## config.mk

```make
export PLATFORM = sky130hd
export DESIGN_NAME = pm_sleep_ctrl_wb
export DESIGN_NICKNAME = d
export VERILOG_FILES = /design/src/rtl/pm_pkg.sv /design/src/rtl/pm_wake_sync.sv /design/src/rtl/pm_sleep_ctrl_wb.sv
export SDC_FILE = /design/constraint.sdc
export NUM_CORES = 1
export LEC_CHECK = 0
export ABC_AREA = 0
export CORE_MARGIN = 3
export CORE_UTILIZATION = 45
export DETAILED_ROUTE_END_ITERATION = 6
export PLACE_DENSITY_LB_ADDON = 0.25
export SLEW_MARGIN = 20
export SYNTH_ARGS = -nofsm -noshare
export SYNTH_HDL_FRONTEND = slang
export SYNTH_HIERARCHICAL = 1
export SYNTH_SLANG_ARGS = --single-unit
```

## constraint.sdc

```tcl
create_clock -name i_clk -period 2.12 [get_ports i_clk]
set_clock_uncertainty 0.05 [all_clocks]
set_input_delay 0.424 -clock i_clk [delete_from_list [all_inputs] [get_ports i_clk]]
set_output_delay 0.424 -clock i_clk [all_outputs]
set_load 0.01 [all_outputs]
```

## src/rtl/pm_pkg.sv

```systemverilog
// pm_pkg: shared encodings for the SERV sleep/wake sequencer.
// State codes, register offsets, CTRL bit positions, delay defaults.
package pm_pkg;

  typedef enum logic [1:0] {
    ST_RUN    = 2'd0,
    ST_GUARD  = 2'd1,
    ST_SLEEP  = 2'd2,
    ST_SETTLE = 2'd3
  } pm_state_e;

  localparam logic [1:0] PM_CTRL   = 2'd0;
  localparam logic [1:0] PM_MASK   = 2'd1;
  localparam logic [1:0] PM_STATUS = 2'd2;
  localparam logic [1:0] PM_DELAY  = 2'd3;

  localparam int CTRL_SLEEP = 0;
  localparam int CTRL_CLR   = 1;
  localparam int CTRL_ABORT = 2;
  localparam int CTRL_TMO   = 3;

  localparam logic [15:0] GUARD_RST  = 16'd16;
  localparam logic [15:0] SETTLE_RST = 16'd16;

endpackage

```

## src/rtl/pm_wake_sync.sv

```systemverilog
// pm_wake_sync: wake-line synchronizer feeding a sticky STATUS register.
// A synchronized set beats a W1C clear on the same bit.
module pm_wake_sync #(
  parameter int N_WAKE      = 4,
  parameter int SYNC_STAGES = 2
) (
  input  logic              i_clk,
  input  logic              i_rst_n,
  input  logic [N_WAKE-1:0] i_wake,
  input  logic [N_WAKE-1:0] i_clr,
  output logic [N_WAKE-1:0] o_status
);

  logic [SYNC_STAGES-1:0][N_WAKE-1:0] sync_q;
  logic [N_WAKE-1:0]                  status_q;

  always_ff @(posedge i_clk) begin
    if (!i_rst_n) begin
      sync_q   <= '0;
      status_q <= '0;
    end else begin
      sync_q   <= {sync_q[SYNC_STAGES-2:0], i_wake};
      status_q <= (status_q & ~i_clr) | sync_q[SYNC_STAGES-1];
    end
  end

  assign o_status = status_q;

endmodule

```

## src/rtl/pm_sleep_ctrl_wb.sv

```systemverilog
// pm_sleep_ctrl_wb: Wishbone sleep/wake sequencer driving the core clock gate.
// Optional sleep timeout enabled by defining PM_SLEEP_TIMEOUT_EN.
module pm_sleep_ctrl_wb
  import pm_pkg::*;
#(
  parameter int          N_WAKE      = 4,
  parameter int          SYNC_STAGES = 2,
  parameter int unsigned MAX_SLEEP   = 2**20
) (
  input  logic              i_clk,
  input  logic              i_rst_n,
  input  logic [N_WAKE-1:0] i_wake,
  output logic              o_clk_en,
  output logic              o_core_ready,
  output logic              o_wake_irq,
  input  logic [31:0]       i_wb_pm_adr,
  input  logic [31:0]       i_wb_pm_dat,
  input  logic              i_wb_pm_we,
  input  logic              i_wb_pm_cyc,
  output logic [31:0]       o_wb_pm_rdt,
  output logic              o_wb_pm_ack
);

  logic              ack_q;
  logic [31:0]       rdt_q;
  logic [31:0]       rdata;
  logic              acc;
  logic              wr;
  logic              rd;
  logic [1:0]        reg_sel;
  logic [N_WAKE-1:0] mask_q;
  logic [N_WAKE-1:0] status;
  logic [N_WAKE-1:0] clr;
  logic [15:0]       guard_q;
  logic [15:0]       settle_q;
  logic [15:0]       cnt_q;
  logic [15:0]       cnt_d;
  pm_state_e         state_q;
  pm_state_e         state_d;
  logic              abort_q;
  logic              abort_d;
  logic              tmo_q;
  logic              tmo_d;
  logic              irq_q;
  logic              irq_d;
  logic              strobe;
  logic              clr_flags;
  logic              pend;
  logic              tmo_hit;

  assign acc       = i_wb_pm_cyc & ~ack_q;
  assign wr        = acc & i_wb_pm_we;
  assign rd        = acc & ~i_wb_pm_we;
  assign reg_sel   = i_wb_pm_adr[3:2];
  assign strobe    = wr && (reg_sel == PM_CTRL) && i_wb_pm_dat[CTRL_SLEEP];
  assign clr_flags = wr && (reg_sel == PM_CTRL) && i_wb_pm_dat[CTRL_CLR];
  assign clr       = (wr && (reg_sel == PM_STATUS)) ? i_wb_pm_dat[N_WAKE-1:0] : '0;
  assign pend      = |(status & mask_q);

  pm_wake_sync #(
    .N_WAKE      (N_WAKE),
    .SYNC_STAGES (SYNC_STAGES)
  ) u_wake_sync (
    .i_clk    (i_clk),
    .i_rst_n  (i_rst_n),
    .i_wake   (i_wake),
    .i_clr    (clr),
    .o_status (status)
  );

`ifdef PM_SLEEP_TIMEOUT_EN
  logic [19:0] scnt_q;

  // Restarts from zero on every SLEEP entry
  always_ff @(posedge i_clk) begin
    if (!i_rst_n)
      scnt_q <= '0;
    else if (state_q != ST_SLEEP)
      scnt_q <= '0;
    else
      scnt_q <= scnt_q + 20'd1;
  end

  assign tmo_hit = (scnt_q == 20'(MAX_SLEEP - 1));
`else
  assign tmo_hit = 1'b0;
`endif

  always_comb begin
    state_d = state_q;
    cnt_d   = cnt_q;
    abort_d = clr_flags ? 1'b0 : abort_q;
    tmo_d   = clr_flags ? 1'b0 : tmo_q;
    irq_d   = 1'b0;
    unique case (state_q)
      ST_RUN: begin
        if (strobe && pend) begin
          abort_d = 1'b1;
        end else if (strobe) begin
          state_d = ST_GUARD;
          cnt_d   = guard_q;
        end
      end
      ST_GUARD: begin
        if (pend) begin
          state_d = ST_RUN;
          abort_d = 1'b1;
        end else if (cnt_q == 16'd0) begin
          state_d = ST_SLEEP;
        end else begin
          cnt_d = cnt_q - 16'd1;
        end
      end
      ST_SLEEP: begin
        if (pend || tmo_hit) begin
          state_d = ST_SETTLE;
          cnt_d   = settle_q;
        end
        if (tmo_hit) tmo_d = 1'b1;
      end
      ST_SETTLE: begin
        if (cnt_q == 16'd0) begin
          state_d = ST_RUN;
          irq_d   = 1'b1;
        end else begin
          cnt_d = cnt_q - 16'd1;
        end
      end
      default: state_d = ST_RUN;
    endcase
  end

  always_comb begin
    rdata = '0;
    unique case (reg_sel)
      PM_CTRL: begin
        rdata[1:0]       = state_q;
        rdata[CTRL_ABORT] = abort_q;
        rdata[CTRL_TMO]  = tmo_q;
      end
      PM_MASK:   rdata[N_WAKE-1:0] = mask_q;
      PM_STATUS: rdata[N_WAKE-1:0] = status;
      PM_DELAY:  rdata = {settle_q, guard_q};
      default:   rdata = '0;
    endcase
  end

  always_ff @(posedge i_clk) begin
    if (!i_rst_n) begin
      ack_q    <= 1'b0;
      rdt_q    <= '0;
      mask_q   <= '0;
      guard_q  <= GUARD_RST;
      settle_q <= SETTLE_RST;
      state_q  <= ST_RUN;
      cnt_q    <= '0;
      abort_q  <= 1'b0;
      tmo_q    <= 1'b0;
      irq_q    <= 1'b0;
    end else begin
      ack_q   <= acc;
      state_q <= state_d;
      cnt_q   <= cnt_d;
      abort_q <= abort_d;
      tmo_q   <= tmo_d;
      irq_q   <= irq_d;
      if (rd) rdt_q <= rdata;
      if (wr && (reg_sel == PM_MASK))
        mask_q <= i_wb_pm_dat[N_WAKE-1:0];
      if (wr && (reg_sel == PM_DELAY)) begin
        guard_q  <= i_wb_pm_dat[15:0];
        settle_q <= i_wb_pm_dat[31:16];
      end
    end
  end

  assign o_clk_en     = (state_q != ST_SLEEP);
  assign o_core_ready = (state_q == ST_RUN);
  assign o_wake_irq   = irq_q;
  assign o_wb_pm_ack  = ack_q;
  assign o_wb_pm_rdt  = rdt_q;

  logic unused_ok;
  assign unused_ok = ^{i_wb_pm_adr[31:4], i_wb_pm_adr[1:0], MAX_SLEEP[0]};

endmodule
```

==> results of run 1 <==
==> where the power goes <==
group / switching [mW] / leakage, nW / internal, mW
clock: 0.774 / 0.104 / 0.470
sequential: 0.0302 / 0.820 / 1.93
combinational: 0.220 / 1.16 / 0.201
==> synth_stat cells (6+ instances only) <==
cell type	count	share of area, %
a21oi_1	76	8.6
and2_2	8	1.4
and3_1	10	1.4
clkbuf_1	29	2.5
dfxtp_1	101	46
mux2i_1	15	3.4
nand2_1	116	9.9
nand3_1	38	4.3
nor2_1	15	1.3
nor2b_1	9	1.3
o21a_1	6	1.0
o21ai_1	6	0.68
o22ai_1	7	1.0
==> kinds of logic (layout without fill, tap and decap cells) <==
| kind of cell | count (synthesis) | in the layout |
|---|---|---|
| AO/OA/AOI/OAI | 136 | 136 |
| AND/OR/NAND/NOR | 230 | 230 |
| multiplexers | 19 | 19 |
| buffers and inverters | 40 | 142 |
| flip-flops | 101 | 101 |
| adder cells (fa/ha/maj) | 1 | 1 |
==> worst paths after layout <==
path,from,to,cells past startpoint
min reg2reg,u_wake_sync/sync_q[4],u_wake_sync/o_status[0],1
max reg2reg,cnt_q[1],cnt_q[3],8
max,state_q[0],o_clk_en,3
min,u_wake_sync/sync_q[4],u_wake_sync/o_status[0],1
==> through the flow <==
step | instances | total power, mW | TNS (ns) | setup WS, ns
after floorplan | 527 | 2.20 | 0 | 0.111
after global placement | 738 | 2.40 | -2.94 | -0.240
after detailed placement | 738 | 2.40 | -3.07 | -0.258
after CTS | 755 | 3.63 | 0 | 0.00138
after global routing | 758 | 3.75 | 0 | 0.0000240
final | 758 | 3.63 | 0 | 0.0498
==> area by class of cell <==
| cell class | count | area (µm²) |
|---|---|---|
| Timing Repair Buffer | 122 | 1160 |
| Sequential cell | 101 | 2030 |
| Inverter | 4 | 15.0 |
| Multi-Input combinational cell | 386 | 2300 |
| Clock inverter | 7 | 75.1 |
| Clock buffer | 9 | 124 |
| Tap cell | 129 | 161 |
| Fill cell | 869 | 3510 |
==> metal layers <==
| layer | GRT usage [%] | routed length, µm | part of all wire (%) |
|---|---|---|---|
| met3 | 5.13 | 729 | 5.7 |
| met2 | 34.9 | 5790 | 46 |
| met4 | 7.59 | 223 | 1.8 |
| met5 | 0 | 0 | 0 |
| met1 | 31.9 | 5950 | 47 |
==> cells in the final DEF (no fill, tap or decap), drive strengths merged, types with 3 or more instances in the layout <==
| master | instances |
|---|---|
| nand2 | 116 |
| dfxtp | 101 |
| clkdlybuf4s50 | 77 |
| a21oi | 77 |
| buf | 45 |
| nand3 | 38 |
| mux2i | 15 |
| nor2 | 15 |
| and2 | 12 |
| and3 | 10 |
| o21ai | 10 |
| clkbuf | 9 |
| nor2b | 9 |
| inv | 8 |
| o22ai | 7 |
| o21a | 6 |
| a221oi | 6 |
| nor3 | 5 |
| nand2b | 4 |
| or3 | 4 |
| nor3b | 4 |
| a32o | 4 |
| o31ai | 3 |
| mux4 | 3 |
| nor4 | 3 |
| a211oi | 3 |
| clkinv | 3 |
==> registers in the layout, indices dropped and copies added, names as in the netlist, 4 cells and up, named ones only <==
register and flops:
cnt_q 16, guard_q 16, mask_q 4, o_wb_pm_rdt 32, settle_q 16, u_wake_sync/o_status 4, u_wake_sync/sync_q 8
==> what timing repair did <==
action,CTS,global route
setup endpoints to repair,6,12
buffers inserted,1,3
hold buffers,0,0
resized for setup,6,14
pin swaps,1,9
==> metrics.txt, run 1 <==
outcome=completed; gr usage total=between 20% and 30%; IO buf count=77; min cycle time layout=around 2.1 ns; HP Class=flip-flop to flip-flop; antenna violations before repair=0; Simple-Gate Fraction of Synth Area=between 20% and 30%; final setup fails=0; GRT overflow=0; Residual DRC=0; worst path cell trace=buf_4, nand2b_1, clkdlybuf4s50_1; final core utilization=between 60% and 70%; largest net degree at the start of global routing=33; number of flops mapped to enable cells by yosys=0; chip width=105 µm; share of layout cells above drive strength 1=about 15%; Yosys reg bits=~100; Mapped Cells=about 530; CTS max path bufs=2; clk_lat worst skew=approximately 0.38 ns; Crit. End Element=output pin; CTS tree=done; count of cell types in the netlist=59; combinational family with the most area after synthesis=simple AND/OR/NAND/NOR gates; first-pass GRT wire length=about 20 mm; worst-margin pin slew=a little under 0.5 ns; Slowest cell on crit path=clkdlybuf4s50_1; crit path launch type=flip-flop; clock slew at reported path FFs=about 0.10 ns; final net count=697; Main synth FF type=dfxtp_1; critical path type=flip-flop to output pin; GPL Wtd Cong=between 0.9 and 1; pwr dens=a little over 600 nW/µm²; final wirelength=12.7 mm; proportion of synthesized area in mux cells=5.20%; RSZ-0062 raised after global routing=false; Crit path max-delay family=buffers and inverters; CTS buffer count=9; Ant. Diodes=0; Final Cell Area=approximately 6000 µm²; Post-Syn Area per Cell=between 8 and 9 µm²; clk sinks=~100; Vias=about 4,200; Synth warnings=6; post-synthesis async set-or-reset flop share=0%; required time of the critical path=roughly 1.7 ns; Synth Area in Compound Gates=about a fifth; CP peak stage delay=around 0.55 ns; area delta synth->final=33.3%; Initial DRC Count=approximately 250; Max Slew Vio Count=0; Tcrit/Tclk final=97.7%; row count=35; Adder-Cell Fraction of Synth Area=0.284%; via/cell ratio=~5.6; HPWL after DPL=8.86 mm; maximum VDD drop=0.393 mV; Fin Hold WS=around 0.4 ns; Antenna Nets Post-Route=0; die footprint=roughly 11,000 µm²; Core Region=about 9400 µm²; final hold violation count=0; critical path arrival=roughly 1.6 ns; Root Buffer=clkbuf_8; WP buf/inv=2; Initial Util=approximately 47%; H-tree levels=3; vias in the first global route=slightly above 4,000; post-synthesis xor/xnor area fraction=0%; Synth Net Count=600; drt pass-1 iters=5; Die Height=approximately 100 µm; Max-cap violations=0; r2r setup slk=0.06 ns; part of the Yosys area used for sequential elements=46.0%; post-synthesis cell area=between 4000 and 5000 µm²; wire length per cell=~17 µm; Static Leakage=around 2.1 nW; # IOs=108; f_max=approximately 480 MHz; Placed Area=between 5000 and 6000 µm²; Worst slew margin=between 60% and 70%; CP max FO=5
Power figures use the tool's default switching activity.
==> run 2, diff against run 1 <==
--- a/config.mk
+++ b/config.mk
@@ -7,9 +7,10 @@
 export LEC_CHECK = 0
 export ABC_AREA = 0
 export CORE_MARGIN = 3
-export CORE_UTILIZATION = 45
+export CORE_UTILIZATION = 53
 export DETAILED_ROUTE_END_ITERATION = 6
 export PLACE_DENSITY_LB_ADDON = 0.25
+export SKIP_CTS_REPAIR_TIMING = 1
 export SLEW_MARGIN = 20
 export SYNTH_ARGS = -nofsm -noshare
 export SYNTH_HDL_FRONTEND = slang
==> constraint.sdc (replaced) <==
create_clock -name i_clk -period 2.6 [get_ports i_clk]
set_clock_uncertainty 0.05 [all_clocks]
set_input_delay 0.52 -clock i_clk [delete_from_list [all_inputs] [get_ports i_clk]]
set_output_delay 0.52 -clock i_clk [all_outputs]
set_load 0.01 [all_outputs]
==> metrics.txt, run 2 (synthesized netlist as in run 1, its figures left out) <==
most frequent cells in the layout=nand2_1 (116), dfxtp_1 (101), clkdlybuf4s50_1 (77); Pwr Total=2.97 mW; f_max=406 MHz; critical path arrival=around 2.7 ns; first-pass GRT wire length=between 15 and 20 mm; IO buf count=77; CTS tree=done; final core utilization=70.1%; Core Region=roughly 8000 µm²; largest net degree at the start of global routing=between 60 and 70; HP Class=flip-flop to flip-flop; most common cell after layout, fill and taps aside=nand2_1; final hold violation count=0; # IOs=108; Tcrit/Tclk final=approximately 95%; gr usage total=between 20 and 30%; Static Leakage=1.92 nW; Fill cells=about 630; pre-CTS setup slack=just over 0.1 ns; r2r setup slk=approximately 0.14 ns; Die Height=between 90 and 100 µm; required time of the critical path=2.84 ns; GRT overflow=0; Crit. End Element=flip-flop; RSZ-0062 raised after global routing=false; Final Cell Area=5530 µm²; wire length per cell=between 15 and 20 µm; max reg flops=32; final wirelength=between 10 and 15 mm; share of layout cells above drive strength 1=under 10%; Initial DRC Count=roughly 270; Initial Util=between 50% and 60%; antenna violations before repair=0; pwr dens=approximately 540 nW/µm²; clk_lat worst skew=around 0.37 ns; area delta synth->final=25.6%; Ant. Diodes=0; vias in the first global route=between 3,000 and 4,000; maximum VDD drop=roughly 0.38 mV; chip width=approximately 100 µm; clk sinks=approximately 100; critical path type=flip-flop to flip-flop; Root Buffer=clkbuf_8; post-route setup slack=approximately 0.14 ns; Vias=between 4,000 and 5,000; worst-margin pin slew=~0.91 ns; Antenna Nets Post-Route=0; setup TNS=0 ns; crit path launch type=flip-flop; die footprint=roughly 9400 µm²; Residual DRC=0; via/cell ratio=just under 6; Placed Area=between 5000 and 6000 µm²; CTS max path bufs=2; min cycle time layout=2.46 ns; row count=32; HPWL after DPL=~8.3 mm; CTS buffer count=9; Max Slew Vio Count=0; Hold Crit Depth=1; Hold Path End=u_wake_sync/o_status[2]; worst hold start=u_wake_sync/sync_q[6]; r2r endpoint=cnt_q[3]; final setup fails=0; RR Startpoint=cnt_q[0]; clock slew at reported path FFs=0.11 ns; CP max FO=6; GPL Wtd Cong=0.934; FF-to-FF path depth=7; H-tree levels=3; final net count=671; Max-cap violations=0; Worst slew margin=a little under 40%; drt pass-1 iters=4; outcome=completed
run 2: cell types whose count changed in the layout (fill, tap and decap cells not counted), sizes merged:
cell / previous run / this run
buf: 45 / 19
bufinv: 0 / 1
clkinv: 3 / 2
run 2: where the power goes:
group	internal (mW)	switching [mW]
sequential	1.58	0.0263
clock	0.472	0.595
combinational	0.136	0.162
total	2.18	0.784
run 2: layout make-up:
| type | count | area [µm²] | share of cell area, % |
|---|---|---|---|
| Clock inverter | 7 | 91.3 | 1.65 |
| Inverter | 4 | 15.0 | 0.272 |
| Multi-Input combinational cell | 386 | 2220 | 40.2 |
| Sequential cell | 101 | 2020 | 36.6 |
| Tap cell | 102 | 128 | 2.31 |
| Clock buffer | 9 | 124 | 2.24 |
| Timing Repair Buffer | 96 | 926 | 16.8 |
run 2: routing by layer:
layer / vias to the layer above / part of all wire (%) / track usage (%)
li1: 2005 / - / -
met1: 1999 / 43 / 32.4
met2: 160 / 48 / 41.3
met3: 21 / 6.7 / 5.81
met4: 0 / 1.9 / 7.99
met5: - / 0 / 0
run 2: worst max-delay path by stage:
stage               slack [ns]  cells after the start       end            from
global placement          0.12                      6  cnt_q[9]      i_wb_pm_we
finish                    0.14                      7  cnt_q[3]        cnt_q[0]
floorplan                 0.53                      6  cnt_q[9]  i_wb_pm_adr[2]
CTS                       0.15                      7  cnt_q[3]        cnt_q[0]
detailed placement        0.10                      6  cnt_q[9]  i_wb_pm_adr[2]
global route              0.02                      7  cnt_q[8]        cnt_q[0]
run 2: worst max-delay path, cell delays in order, from the launching register on:
cell	delay [ns]
dfxtp_1	0.42
inv_1	0.07
ha_1	0.23
or3b_4	0.28
nor4b_4	0.07
a211oi_1	0.78
nand2b_1	0.30
o22ai_1	0.18
run 2: per-stage QoR:
step	hold slack [ns]	cells
final	0.407	705
after CTS	0.411	705
after floorplan	0.368	527
after global placement	0.374	689
after detailed placement	0.380	689
after global routing	0.420	705
==> run 3, diff against run 2 <==
--- a/config.mk
+++ b/config.mk
@@ -6,8 +6,9 @@
 export NUM_CORES = 1
 export LEC_CHECK = 0
 export ABC_AREA = 0
-export CORE_MARGIN = 3
-export CORE_UTILIZATION = 53
+export CAP_MARGIN = 20
+export CORE_UTILIZATION = 54
+export CTS_BUF_LIST = sky130_fd_sc_hd__clkbuf_4
 export DETAILED_ROUTE_END_ITERATION = 6
 export PLACE_DENSITY_LB_ADDON = 0.25
 export SKIP_CTS_REPAIR_TIMING = 1
==> metrics.txt, run 3 (synthesized netlist as in run 1, its figures left out) <==
area of the multi-input gates=about 2200 µm²; Placed Area=approximately 5300 µm²; CTS tree=done; Worst slew margin=between 50% and 60%; min cycle time layout=2.51 ns; register area=a little over 2000 µm²; final wirelength=around 12 mm; drt pass-1 iters=5; clk_lat worst skew=approximately 0.46 ns; max reg flops=32; largest net degree at the start of global routing=61; Max Slew Vio Count=0; maximum VDD drop=between 0.3 and 0.4 mV; # IOs=about 110; setup TNS=0 ns; HPWL after DPL=about 8.3 mm; worst-margin pin slew=about 0.63 ns; Final Cell Area=between 5000 and 6000 µm²; outcome=completed; Residual DRC=0; Die Height=approximately 92 µm; chip width=between 90 and 100 µm; most frequent cells in the layout=nand2_1 (116), dfxtp_1 (101), clkdlybuf4s50_1 (77); antenna violations before repair=0; IO buf count=a little under 80; Slowest cell on crit path=dfxtp_1; CP max FO=13; GPL Wtd Cong=0.928; required time of the critical path=between 2 and 2.5 ns; final core utilization=69.6%; final hold violation count=0; Initial DRC Count=about 230; HP Class=flip-flop to flip-flop; row count=32; gr usage total=between 20% and 30%; critical path arrival=~1.9 ns; final net count=670; Antenna Nets Post-Route=0; H-tree levels=3; vias in the first global route=just under 4,000; Root Buffer=clkbuf_4; Static Leakage=between 1.5 and 2 nW; CTS max path bufs=2; area delta synth->final=23.6%; CTS buffer count=9; wire length per cell=around 17 µm; share of layout cells above drive strength 1=roughly a tenth; critical path type=flip-flop to output pin; most common cell after layout, fill and taps aside=nand2_1; first-pass GRT wire length=between 15 and 20 mm; clock slew at reported path FFs=approximately 0.15 ns; die footprint=~8500 µm²; via/cell ratio=just under 6; Pwr Total=roughly 2.6 mW; WP buf/inv=1; Max-cap violations=0; worst path cell trace=nor2_1, clkdlybuf4s50_1; crit path launch type=flip-flop; Core Region=between 7000 and 8000 µm²; CP peak stage delay=approximately 0.75 ns; post-route setup slack=0.0923 ns; final setup fails=0; Crit path max-delay family=flip-flops; f_max=roughly 400 MHz; GRT overflow=0; pwr dens=a little under 500 nW/µm²; Tcrit/Tclk final=between 90% and 100%; Vias=between 4,000 and 5,000; Initial Util=a little under three fifths; Crit. End Element=output pin; pre-CTS setup slack=about 0.086 ns; Ant. Diodes=0; Fill cells=roughly 660; RSZ-0062 raised after global routing=false; clk sinks=between 100 and 150
[run 3: changes by cell type in the layout (fill, tap and decap cells not counted), sizes merged]
cell and change:
buf -1, bufinv -1, clkinv +2, inv -1
[run 3: metal layers]
layer	track usage, %	up-vias	share of wire [%]	routed length (µm)
li1	-	2002	-	-
met5	0	-	0	0
met4	10.8	0	2.3	271
met1	37.8	1961	43	5090
met3	4.81	21	5.4	636
met2	48.9	139	49	5750
[run 3: where the power goes]
group          internal [mW]  switching, mW
registers               1.58         0.0263
logic                  0.140          0.160
clock network          0.203          0.538
total                   1.92          0.725
[run 3: final timing paths]
check,slack (ns),cells past startpoint,to,start
worst max register to register,0.22,7,cnt_q[8],cnt_q[0]
worst min-delay path,0.41,2,o_wb_pm_rdt[13],o_wb_pm_rdt[13]
worst min register to register,0.41,2,o_wb_pm_rdt[13],o_wb_pm_rdt[13]
worst max-delay path,0.09,2,o_core_ready,flip-flop
[run 3: stage by stage]
stage / instances / hold slack [ns]
finish: 704 / 0.413
global route: 704 / 0.433
CTS: 704 / 0.414
detailed placement: 688 / 0.380
global placement: 688 / 0.375
floorplan: 527 / 0.368
[run 3: layout make-up]
class | instances | share of cell area [%]
Inverter | 4 | 0.276
Tap cell | 102 | 2.35
Timing Repair Buffer | 95 | 17.1
Multi-Input combinational cell | 386 | 40.9
Clock inverter | 7 | 0.898
Clock buffer | 9 | 1.24
Sequential cell | 101 | 37.2
[run 3: worst register-to-register path: stages (launching register included)]
cell and delay [ns]:
dfxtp_1 0.39, inv_1 0.07, ha_1 0.19, or3b_4 0.43
nor4b_4 0.41, a21oi_2 0.21, a221oi_1 0.40, o22ai_1 0.13
